<file path="config.mk">
export PLATFORM = sky130hd
export DESIGN_NAME = inst_fetch
export DESIGN_NICKNAME = d
export VERILOG_FILES = /design/src/rtl/inst_fetch_pkg.sv /design/src/rtl/inst_fifo.sv /design/src/rtl/inst_fetch.sv
export SDC_FILE = /design/constraint.sdc
export NUM_CORES = 1
export LEC_CHECK = 0
export BUFFER_PORTS_ARGS = -buffer_cell sky130_fd_sc_hd__buf_4
export CAP_MARGIN = 10
export CELL_PAD_IN_SITES_DETAIL_PLACEMENT = 2
export CELL_PAD_IN_SITES_GLOBAL_PLACEMENT = 2
export CORE_ASPECT_RATIO = 2
export CORE_MARGIN = 1
export CORE_UTILIZATION = 36
export CTS_CLUSTER_SIZE = 8
export DETAILED_ROUTE_END_ITERATION = 6
export GPL_TIMING_DRIVEN = 0
export PLACE_DENSITY_LB_ADDON = 0.1
export SYNTH_ARGS = -nofsm -noshare
export SYNTH_HDL_FRONTEND = slang
export SYNTH_SLANG_ARGS = --single-unit
</file>
<file path="constraint.sdc">
create_clock -name clk -period 8.3 [get_ports clk]
set_clock_uncertainty 0.2 [all_clocks]
set_input_delay 2.49 -clock clk [delete_from_list [all_inputs] [get_ports clk]]
set_output_delay 2.49 -clock clk [all_outputs]
set_load 0.03 [all_outputs]
</file>
<file path="src/rtl/inst_fetch_pkg.sv">
// Shared fetch definitions: bus width, reset vector, FSM states
// and the {pc, word} payload carried through the decode buffer.
package inst_fetch_pkg;

    localparam int DATA_BUS = 32;
    localparam logic [DATA_BUS-1:0] RESET_PC = 32'h0000_0000;

    typedef enum logic [1:0] {
        FETCH      = 2'd0,
        WAIT_WORD  = 2'd1,
        WAIT_READY = 2'd2
    } fetch_state_t;

    typedef struct packed {
        logic [DATA_BUS-1:0] pc;
        logic [DATA_BUS-1:0] word;
    } fetch_entry_t;

endpackage

</file>
<file path="src/rtl/inst_fifo.sv">
// Two-entry in-order decode buffer with flush; the head is
// presented combinationally.
module inst_fifo
    import inst_fetch_pkg::*;
#(
    parameter int DEPTH = 2
) (
    input  logic         clk,
    input  logic         rst_n,
    input  logic         push,
    input  fetch_entry_t push_data,
    input  logic         pop,
    input  logic         flush,
    output fetch_entry_t head_data,
    output logic         head_valid,
    output logic [1:0]   count
);

    fetch_entry_t mem [DEPTH];
    logic         rd_ptr;
    logic         wr_ptr;
    logic         do_push;
    logic         do_pop;

    assign do_push    = push && !flush;
    assign do_pop     = pop && !flush && (count != 2'd0);
    assign head_valid = (count != 2'd0);
    assign head_data  = mem[rd_ptr];

    always_ff @(posedge clk or negedge rst_n) begin
        if (!rst_n) begin
            rd_ptr <= 1'b0;
            wr_ptr <= 1'b0;
            count  <= 2'd0;
        end else if (flush) begin
            rd_ptr <= 1'b0;
            wr_ptr <= 1'b0;
            count  <= 2'd0;
        end else begin
            if (do_push)
                wr_ptr <= ~wr_ptr;
            if (do_pop)
                rd_ptr <= ~rd_ptr;
            unique case ({do_push, do_pop})
                2'b10:   count <= count + 2'd1;
                2'b01:   count <= count - 2'd1;
                default: count <= count;
            endcase
        end
    end

    always_ff @(posedge clk) begin
        if (do_push)
            mem[wr_ptr] <= push_data;
    end

endmodule

</file>
<file path="src/rtl/inst_fetch.sv">
// Instruction fetch: pc register, cache request FSM and the
// two-entry buffer feeding decode.
module inst_fetch #(
    parameter logic [31:0] RESET_PC   = inst_fetch_pkg::RESET_PC,
    parameter int          FIFO_DEPTH = 2
) (
    input  logic        clk,
    input  logic        rst_n,
    output logic [31:0] cache_addr,
    output logic        cache_enable,
    input  logic        cache_ready,
    input  logic [31:0] cache_data,
    input  logic        cache_data_valid,
    input  logic        redirect_valid,
    input  logic [31:0] redirect_pc,
    output logic [31:0] inst,
    output logic [31:0] inst_pc,
    output logic        inst_valid,
    input  logic        inst_ready
);

    import inst_fetch_pkg::*;

    fetch_state_t state;
    logic [31:0]  pc;
    logic         discard;
    logic         boot;
    logic [1:0]   count;
    logic [1:0]   after_pop;
    logic         pop;
    logic         hit;
    logic         word_ok;
    logic         push;
    logic [31:0]  redirect_aligned;
    fetch_entry_t push_data;
    fetch_entry_t head;

    assign cache_addr       = {pc[31:2], 2'b00};
    assign redirect_aligned = redirect_pc & ~32'h3;

    // A slot is free if one exists now or the head leaves this cycle.
    assign pop          = inst_valid && inst_ready;
    assign after_pop    = count - {1'b0, pop};
    assign cache_enable = rst_n && (state == FETCH) && cache_ready
                       && !redirect_valid
                       && (after_pop < 2'(FIFO_DEPTH));

    assign hit     = cache_enable && cache_data_valid;
    assign word_ok = (state == WAIT_WORD) && cache_data_valid
                  && !discard && !redirect_valid;
    assign push    = hit || word_ok;

    assign push_data.pc   = pc;
    assign push_data.word = cache_data;

    assign inst    = head.word;
    assign inst_pc = head.pc;

    inst_fifo #(
        .DEPTH(FIFO_DEPTH)
    ) u_fifo (
        .clk       (clk),
        .rst_n     (rst_n),
        .push      (push),
        .push_data (push_data),
        .pop       (pop),
        .flush     (redirect_valid),
        .head_data (head),
        .head_valid(inst_valid),
        .count     (count)
    );

    always_ff @(posedge clk or negedge rst_n) begin
        if (!rst_n) begin
            pc      <= RESET_PC;
            state   <= FETCH;
            discard <= 1'b0;
            boot    <= 1'b1;
        end else begin
            boot <= 1'b0;
            if (redirect_valid) begin
                pc <= redirect_aligned;
                if (state == WAIT_WORD) begin
                    if (cache_data_valid) begin
                        state   <= WAIT_READY;
                        discard <= 1'b0;
                    end else begin
                        discard <= 1'b1;
                    end
                end
            end else begin
                unique case (state)
                    FETCH: begin
                        if (hit) begin
                            pc <= pc + 32'd4;
                        end else if (cache_enable) begin
                            state   <= WAIT_WORD;
                            discard <= 1'b0;
                        end else if (boot && !cache_ready) begin
                            // a request abandoned by reset may still answer
                            state <= WAIT_READY;
                        end
                    end
                    WAIT_WORD: begin
                        if (cache_data_valid) begin
                            if (!discard)
                                pc <= pc + 32'd4;
                            state   <= WAIT_READY;
                            discard <= 1'b0;
                        end
                    end
                    WAIT_READY: begin
                        if (cache_ready)
                            state <= FETCH;
                    end
                    default: state <= FETCH;
                endcase
            end
        end
    end

endmodule

</file>
==> run_summary.xml <==
<?xml version="1.0" encoding="UTF-8"?>
<metrics>
  <group name="power">
    <metric name="power.share.clock" unit="%">40.0</metric>
    <metric name="sequentialPowerShare" unit="%">46.4</metric>
    <metric name="power.net_switching" unit="µW">525.1</metric>
    <metric name="cellPowerDensity" unit="nW/µm²">222.8</metric>
    <metric name="comb_power_share" unit="%">13.5</metric>
    <metric name="leakagePower" unit="nW">3.396</metric>
    <metric name="internal_power" unit="mW">1.506</metric>
    <metric name="swShare" unit="%">25.85</metric>
    <metric name="vdd_drop_max" unit="V">0.0001296</metric>
  </group>
  <group name="timing">
    <metric name="timing.hold.ws" unit="ps">351.1</metric>
    <metric name="timing.fmax" unit="GHz">0.1470</metric>
    <metric name="report.final.hold_viol_count" unit="">0</metric>
    <metric name="worst_relative_slew_slack" unit="%">38.88</metric>
    <metric name="final.period_utilization" unit="%">81.98</metric>
    <metric name="timing_worst_slew_pin_value" unit="ps">916.8</metric>
    <metric name="timing_max_transition_violations_final" unit="">0</metric>
    <metric name="period_minus_slack" unit="ps">6804</metric>
    <metric name="unrepaired_setup_endpoints_after_global_routing" unit="">no</metric>
    <metric name="setup_violations" unit="">0</metric>
    <metric name="setup_tns" unit="ps">0</metric>
  </group>
  <group name="clocking">
    <metric name="clock_sink_count" unit="">162</metric>
    <metric name="post_cts_buffers" unit="">0</metric>
    <metric name="cts_buffers" unit="">17</metric>
    <metric name="clock_tree.htree_level_count" unit="">4</metric>
    <metric name="clk_latency" unit="ps">430</metric>
    <metric name="cts-root-to-sink-buffers" unit="">2</metric>
    <metric name="clock-root-buffer" unit="">clkbuf_16</metric>
    <metric name="path_clk_slew" unit="ps">70</metric>
    <metric name="post_cts_hold_buffer_count" unit="">0</metric>
    <metric name="cts_repair_resize_count" unit="">0</metric>
    <metric name="cts_tree" unit="">yes</metric>
  </group>
  <group name="drt">
    <metric name="via_count" unit="">4637</metric>
    <metric name="wl" unit="µm">19630</metric>
    <metric name="final_antenna_net_count" unit="">0</metric>
    <metric name="first_iter_violations" unit="">132</metric>
    <metric name="drc_errors" unit="">0</metric>
    <metric name="vias_per_cell" unit="">5.057</metric>
    <metric name="wl_per_cell" unit="µm">21.41</metric>
    <metric name="drt_pre_antenna_iters" unit="">4</metric>
  </group>
  <group name="global_routing">
    <metric name="grt_first_pass_wirelength" unit="µm">29730</metric>
    <metric name="grt_overflow" unit="">0</metric>
    <metric name="first_global_vias" unit="">5212</metric>
    <metric name="grt_start_max_net_pins" unit="">63</metric>
    <metric name="grt_antenna_before_repair" unit="">0</metric>
    <metric name="groute.usage.overall" unit="%">20.71</metric>
  </group>
  <group name="synth">
    <metric name="synth.cell_area" unit="µm²">6893</metric>
    <metric name="yosysWarnings" unit="">0</metric>
    <metric name="ys_seq_elements" unit="">162</metric>
    <metric name="synth_top_area_share" unit="%">54.02</metric>
    <metric name="syn_inst" unit="">461</metric>
    <metric name="synth.area.top_cells" unit="">edfxtp_1 (54%), dfrtp_1 (13%), mux2_2 (10%)</metric>
    <metric name="synth_largest_area_cell" unit="">edfxtp_1</metric>
    <metric name="post_synth_num_cell_types" unit="">50</metric>
    <metric name="synth_seq_area_share" unit="%">67.83</metric>
    <metric name="synth.avg_cell_area" unit="µm²">14.95</metric>
  </group>
  <group name="layout">
    <metric name="nets" unit="">721</metric>
    <metric name="antenna_cells_inserted" unit="">0</metric>
    <metric name="layout.core_utilization" unit="%">48.63</metric>
    <metric name="layout-drive-gt1-share" unit="%">43.96</metric>
    <metric name="area_delta_synth_final" unit="%">32.26</metric>
  </group>
  <group name="setup_path">
    <metric name="cp.required" unit="ps">5610</metric>
    <metric name="worst_r2r_path_depth" unit="">8</metric>
    <metric name="critical-path-slowest-cell" unit="">buf_4</metric>
    <metric name="r2r_slack" unit="ps">5170</metric>
    <metric name="r2r_end" unit="">u_fifo.mem[0][42]$_DFFE_PP_</metric>
    <metric name="crit_end_category" unit="">primary output</metric>
    <metric name="path_cells" unit="">buf_4 -&gt; nand2_1 -&gt; a211o_4 -&gt; buf_6 -&gt; nor3_1 -&gt; buf_4</metric>
    <metric name="cp.arrival" unit="ps">4110</metric>
    <metric name="criticalPathCategory" unit="">primary input to primary output</metric>
    <metric name="critical_path_peak_fanout" unit="">39</metric>
    <metric name="setup.worst_path.start_class" unit="">primary input</metric>
    <metric name="max_stage_delay" unit="ps">420</metric>
    <metric name="crit_top_cell" unit="">buf_4</metric>
    <metric name="r2r-start" unit="">u_fifo.count[0]$_DFFE_PN0P_</metric>
  </group>
  <group name="worst_hold_path">
    <metric name="holdCritStartpoint" unit="">pc[31]$_DFFE_PN0P_</metric>
    <metric name="worstHoldPathType" unit="">register to register</metric>
    <metric name="hold_path_depth" unit="">0</metric>
    <metric name="whs_endpoint" unit="">u_fifo.mem[1][63]$_DFFE_PP_</metric>
  </group>
  <group name="flow_run">
    <metric name="max_cap_violations" unit="">0</metric>
  </group>
  <group name="floorplan">
    <metric name="fp.dieArea" unit="µm²">19740</metric>
    <metric name="io-pin-count" unit="">168</metric>
    <metric name="chipWidth" unit="µm">99.85</metric>
    <metric name="floorplan.initialDensity" unit="%">36.77</metric>
    <metric name="core" unit="µm²">18740</metric>
    <metric name="fp.dieH" unit="µm">197.7</metric>
    <metric name="fp-row-count" unit="">71</metric>
  </group>
  <group name="outcome">
    <metric name="outcome" unit="">finished, final reports clean</metric>
  </group>
  <group name="placement">
    <metric name="gp_congestion" unit="">0.7713</metric>
    <metric name="dp_hpwl" unit="µm">14380</metric>
    <metric name="place.port_buffers" unit="">160</metric>
  </group>
</metrics>
[cell families (layout without fill, tap and decap cells)]
kind of cell / after synthesis / count (layout) / synth area share [%]
simple gates: 99 / 99 / 7.751
flops: 162 / 162 / 67.83
other cells: 1 / 5 / 0.05440
mux: 63 / 63 / 10.27
xor+xnor: 24 / 24 / 3.050
buf+inv: 35 / 232 / 2.505
fa+ha+maj: 1 / 1 / 0.1815
compound gates: 76 / 76 / 8.350
[per-stage QoR]
stage | setup slack, ps | instance area (µm²) | power, mW | std cells
after floorplan | 274.2 | 6908 | 1.110 | 465
after global placement | -3443 | 8428 | 1.226 | 880
after detailed placement | 1465 | 8506 | 1.238 | 886
after CTS | 1456 | 9116 | 2.056 | 917
after global routing | 1382 | 9116 | 2.099 | 917
final | 1496 | 9116 | 2.032 | 917
[power groups by stage]
stage	sequential [mW]	clock (mW)	combinational, mW
2_1_floorplan	0.976	0	0.133
3_3_place_gp	0.960	0	0.266
6_report	0.943	0.814	0.275
4_1_cts	0.944	0.832	0.279
3_5_place_dp	0.961	0	0.277
5_1_grt	0.948	0.857	0.294
[cell usage after synthesis (all sizes together)]
cell type  count
xor2           6
dfstp          1
mux2          62
or4            6
ha             1
o211a          1
nand2         37
a211o          1
nand4          6
edfxtp       124
a31oi          7
xnor2         18
buf           14
or3            3
and4           7
o2111a         1
o21ai         30
or2            1
nor2b          3
clkbuf        15
dfrtp         37
nor2          14
nand3          9
a21oi          8
a2111oi        9
a311oi         1
o31ai          5
a21o           1
nand3b         1
nand2b         3
o211ai         4
a211oi         6
nor3           3
and3           4
inv            6
o2111ai        2
mux2i          1
and4b          1
and2           1
conb           1
[flip-flops by register name (all words and copies together) (netlist names)]
name / count
u_fifo.count: 2
boot: 1
u_fifo.rd_ptr: 1
discard: 1
u_fifo.mem: 124
state: 2
u_fifo.wr_ptr: 1
pc: 30
[layout by cell type, fill, tap and decap left out, types with 4 or more instances in the layout]
master     netlist  layout
buf_4            5     165
edfxtp_1       124     124
mux2_2          62      62
nand2_1         37      37
dfrtp_1         37      37
xnor2_1         18      18
o21ai_1         17      17
clkbuf_16        0      17
clkbuf_1        15      16
nor2_1          14      14
o21ai_0         13      13
buf_6            2       8
nand3_1          8       8
a2111oi_2        8       8
and4_1           7       7
a31oi_1          7       7
a21oi_1          7       7
buf_2            6       6
inv_1            6       6
or4_1            6       6
xor2_1           6       6
nand4_1          5       5
o31ai_1          5       5
a211oi_1         5       5
conb_1           1       5
o211ai_1         4       4
clkinv_4         0       4
[worst max-delay path: cells and delay by family]
| kind | cells | cell delay, ps |
|---|---|---|
| buf+inv | 3 | 800 |
| compound gates | 1 | 420 |
| simple gates | 2 | 360 |
[worst max path at each step]
stage / slack [ps] / to / startpoint
floorplan: 270 / u_fifo.mem[0][0]$_DFFE_PP_ / cache_ready
CTS: 1460 / cache_enable / rst_n
global placement: -3440 / u_fifo.mem[0][39]$_DFFE_PP_ / rst_n
finish: 1500 / cache_enable / rst_n
global route: 1380 / cache_enable / rst_n
detailed placement: 1470 / cache_enable / rst_n
[area by class of cell]
type	instances	area (µm²)
sequential	162	4676
clock inverter	11	153.9
timing repair buffer	166	1269
tap	255	319.1
buffer	29	150.1
fill	1848	9628
inverter	6	22.52
clock buffer	20	456.7
multi-input combinational	268	2069
[routing by layer]
metal,vias to the layer above,part of all wire (%),track usage [%]
li1,2126,-,-
met1,2366,35,20.98
met2,120,59,40.36
met3,25,3.7,3.680
met4,0,2.3,8.606
met5,-,0,0
No activity file was read; power rests on OpenSTA's default activity.
